`src/rtl/tt_sweep.sv`:
```
// Truth-table sweeper: steps a 3-input logic block through all eight input
// vectors, captures its output for each one and compares the code to EXPECTED.
module tt_sweep #(
  parameter int unsigned SETTLE_CYCLES = 4,
  parameter logic [7:0]  EXPECTED      = 8'h74
) (
  input  logic       clk,
  input  logic       rst_n,
  input  logic       start,
  input  logic       abort,
  input  logic       out_sample,
  output logic       in1,
  output logic       in2,
  output logic       in3,
  output logic       busy,
  output logic       done,
  // "table" is a reserved word, so the captured code is exposed as truth_table
  output logic [7:0] truth_table,
  output logic       match
);

  if (SETTLE_CYCLES < 1 || SETTLE_CYCLES > 255) begin : g_bad_settle
    $error("tt_sweep: SETTLE_CYCLES must be in 1..255");
  end

  localparam logic [7:0] CNT_LAST = 8'(SETTLE_CYCLES - 1);

  typedef enum logic [1:0] {
    IDLE   = 2'd0,
    DRIVE  = 2'd1,
    FINISH = 2'd2
  } state_t;

  state_t     state;
  logic [2:0] idx;
  logic [7:0] cnt;
  logic [1:0] rst_pipe;
  logic       run;
  logic [7:0] table_cap;

  // Reset asserts asynchronously; the FSM is frozen until release has been
  // seen through two flops, so the first edges after release change nothing.
  always_ff @(posedge clk or negedge rst_n) begin
    if (!rst_n) begin
      rst_pipe <= 2'b00;
    end else begin
      rst_pipe <= {rst_pipe[0], 1'b1};
    end
  end

  assign run = rst_pipe[1];

  // Vector idx lands in bit 7-idx, so vector 000 is the code's MSB.
  always_comb begin
    table_cap = truth_table;
    table_cap[3'd7 - idx] = out_sample;
  end

  always_ff @(posedge clk or negedge rst_n) begin
    if (!rst_n) begin
      state       <= IDLE;
      idx         <= 3'd0;
      cnt         <= 8'd0;
      in1         <= 1'b0;
      in2         <= 1'b0;
      in3         <= 1'b0;
      busy        <= 1'b0;
      done        <= 1'b0;
      truth_table <= 8'h00;
      match       <= 1'b0;
    end else if (run) begin
      done <= 1'b0;
      unique case (state)
        IDLE: begin
          if (start && !abort) begin
            state           <= DRIVE;
            idx             <= 3'd0;
            cnt             <= 8'd0;
            truth_table     <= 8'h00;
            match           <= 1'b0;
            busy            <= 1'b1;
            {in1, in2, in3} <= 3'b000;
          end
        end
        DRIVE: begin
          if (abort) begin
            state           <= IDLE;
            idx             <= 3'd0;
            cnt             <= 8'd0;
            busy            <= 1'b0;
            match           <= 1'b0;
            {in1, in2, in3} <= 3'b000;
          end else if (cnt == CNT_LAST) begin
            truth_table <= table_cap;
            cnt         <= 8'd0;
            if (idx == 3'd7) begin
              state           <= FINISH;
              idx             <= 3'd0;
              busy            <= 1'b0;
              done            <= 1'b1;
              match           <= (table_cap == EXPECTED);
              {in1, in2, in3} <= 3'b000;
            end else begin
              idx             <= idx + 3'd1;
              {in1, in2, in3} <= idx + 3'd1;
            end
          end else begin
            cnt <= cnt + 8'd1;
          end
        end
        FINISH: begin
          state <= IDLE;
        end
        default: begin
          state <= IDLE;
        end
      endcase
    end
  end

endmodule

```
`config.mk`:
```
export PLATFORM = sky130hd
export DESIGN_NAME = tt_sweep
export DESIGN_NICKNAME = d
export VERILOG_FILES = /design/src/rtl/tt_sweep.sv
export SDC_FILE = /design/constraint.sdc
export NUM_CORES = 1
export LEC_CHECK = 0
export CAP_MARGIN = 20
export CORE_AREA = 2 2 72 74
export DETAILED_ROUTE_END_ITERATION = 8
export DIE_AREA = 0 0 74 76
export PLACE_DENSITY = 0.61
export SLEW_MARGIN = 0
export SYNTH_ARGS = -nofsm -noshare
export SYNTH_HDL_FRONTEND = slang
export SYNTH_SLANG_ARGS = --single-unit
```
`constraint.sdc`:
```
create_clock -name clk -period 1.7 [get_ports clk]
set_input_delay 0.255 -clock clk [delete_from_list [all_inputs] [get_ports clk]]
set_output_delay 0.255 -clock clk [all_outputs]
set_load 0.05 [all_outputs]
```
==> run metrics <==
Post-synth top cells=dfrtp_1 (26), o21ai_0 (13), o31ai_1 (10); fin worst setup slack=-0.0164 ns; Routed Antenna Nets=0; met1 wire length=1770 um; area added between synthesis and finish=46.1%; synthesized net count=161; CTS tree=done; worst-path maximum fanout=4; Rows=26; Max Clock Freq=0.583 GHz; Final setup viols=3; share of cells above drive strength 1=42.4%; Vias per Instance=4.96; critical path required time=1.90 ns; Cells after Synth=153; Total Wirelength=3840 um; met2 WL=1950 um; Setup WS pre-CTS=-0.212 ns; Synth cell types=46; io pins=19; top cell type's share of synthesized area=43.5%; Final Hold Vio Count=0; largest net degree at the start of global routing=27; final period utilization=101%; RePlAce Congestion=0.793; Yosys warning total=0; die width=74 um; Port Buf Inserts=18; fin crit period=1.72 ns; Worst VDD drop=0.545 mV; clk root buf=clkbuf_8; Clock Path Buffers=2; Initial Util=30.5%; grt ovf=0; Pwr Density=1220 mW/mm^2; asr flop ratio synth=100%; crit start category=register; clk sinks=26; die area=0.00562 mm^2; post-DP HPWL=2640 um; leakage=0.000965 uW; met3 WL post-DR=113 um; core box area=0.00491 mm^2; CP Capture Type=register; clk_lat worst skew=0.27 ns; global-route wire length before repair=6000 um; leading area contributor after synthesis=dfrtp_1; CTS clock-pin slew for the worst setup and hold paths=0.09 ns; Syn Std Cell Area=0.00150 mm^2; residual DRC count=0; vias in the first global route=1264; register area share after synthesis=43.5%; Net count, final=212; unrepaired setup endpoints after global routing=yes; CTS Hold Bufs=0; Total GRT Usage=13.5%; WL/cell=14.1 um; Detailed Routing Iterations Pass 1=4; count leader, synth=dfrtp_1; final setup TNS=-0.0228 ns; via count of the routed design=1355; syn avg cell area=9.78 um^2; total CTS buffers=3; Hold Path Class=input pin to async pin; failing checks=negative setup slack; dominant synthesized flop cell=dfrtp_1; max cap viols=0; Antenna diodes=0; crit path kind=register to register; Post-synth EDFFs=0; initial antenna violation count=0; 1st-iter DRT viols=69; Max Slew Vio Count=0; Area contributors post-synth=dfrtp_1 (43%), o31ai_1 (5.0%), o21ai_0 (4.3%); status=finished, violations left; Die Ht=76 um; highest metal used=met3; Max Clock Skew=0.00558 ns; CTS H-tree lvls=1; #FFs+latches synth=26; WP data arrival=1.91 ns
==> cell type report <==
| cell class | instances | area (um^2) |
|---|---|---|
| flip-flops and latches | 26 | 654 |
| multi-input cells | 112 | 911 |
| fillers | 489 | 2730 |
| well taps | 70 | 87.6 |
| inverters | 7 | 26.3 |
| repair buffers | 54 | 435 |
| clock buffers | 3 | 41.3 |
| clock inverters | 1 | 30.0 |
==> cells in the final DEF (no fill, tap or decap), types with 4 or more instances in the layout <==
master           instances
o31ai_2                  5
o211ai_1                 6
nor2b_1                  6
clkdlybuf4s50_1          4
o21ai_1                  6
o2111ai_1                4
o21ai_0                  7
a21o_1                   4
dfrtp_1                 23
nand2_1                  6
buf_4                   47
inv_1                    7
nor2_1                   8
xor2_1                   6
==> stage by stage <==
stage          total power, uW  utilization, %  cell area (um^2)  instances  hold WS [ns]
2_1_floorplan             1560               -              1530        153       -0.0406
3_3_place_gp              1980            39.7              1950        263         0.331
3_5_place_dp              1990            39.7              1950        263         0.344
4_1_cts                   2550            41.8              2060        271         0.348
5_1_grt                   2810            44.5              2190        273         0.371
6_report                  2670            44.5              2190        273         0.343
==> where the power goes <==
part / internal (uW) / switching (uW) / total [uW]
logic: 562 / 756 / 1320
registers: 718 / 120 / 838
clock network: 315 / 201 / 516
==> repair_timing <==
item	in CTS	in global routing
pin swaps	2	8
gates resized for setup	3	29
setup endpoints to repair	3	20
setup buffers	4	2
==> path summary, 6_finish.rpt <==
| path | startpoint | endpoint | slack (ns) | cells after the start |
|---|---|---|---|---|
| worst max-delay path | cnt[0]$_DFFE_PN0P_ | idx[0]$_DFFE_PN0P_ | -0.02 | 6 |
| worst min-delay path | rst_n | cnt[4]$_DFFE_PN0P_ | 0.34 | 2 |
| worst max register to register | cnt[0]$_DFFE_PN0P_ | idx[0]$_DFFE_PN0P_ | -0.02 | 6 |
| worst min register to register | rst_pipe[0]$_DFF_PN0_ | rst_pipe[1]$_DFF_PN0_ | 0.36 | 0 |
| max in group asynchronous | rst_n | in1$_DFFE_PN0P_ | 1.07 | 2 |
| min in group clk | rst_pipe[0]$_DFF_PN0_ | rst_pipe[1]$_DFF_PN0_ | 0.36 | 0 |
==> critical path, stage by stage, from the launching register on <==
cell	delay [ns]
dfrtp_1	0.37
ha_2	0.19
nor3b_4	0.29
a21oi_4	0.12
buf_6	0.13
or4b_1	0.45
o21ai_1	0.08
==> cell families (layout without fill, tap and decap cells) <==
| family | count (synthesis) | after routing | synth area share [%] |
|---|---|---|---|
| xor+xnor | 6 | 6 | 3.51 |
| fa+ha+maj | 3 | 3 | 2.51 |
| simple gates | 48 | 48 | 20.6 |
| flops | 26 | 26 | 43.5 |
| mux | 3 | 3 | 2.09 |
| buf+inv | 15 | 65 | 3.85 |
| other cells | 1 | 1 | 0.251 |
| compound gates | 51 | 51 | 23.7 |
==> state kept, by name, indices dropped and copies added (netlist names) <==
name / flops
state: 2
idx: 2
busy: 1
match: 1
in1: 1
done: 1
rst_pipe: 2
cnt: 8
truth_table: 8
==> per-layer routing <==
layer	vias to the layer above	GRT usage (%)
met2	20	22.0
met5	-	0
met3	0	2.78
li1	667	-
met4	0	2.55
met1	668	18.4
(Power assumes the default switching activity.)
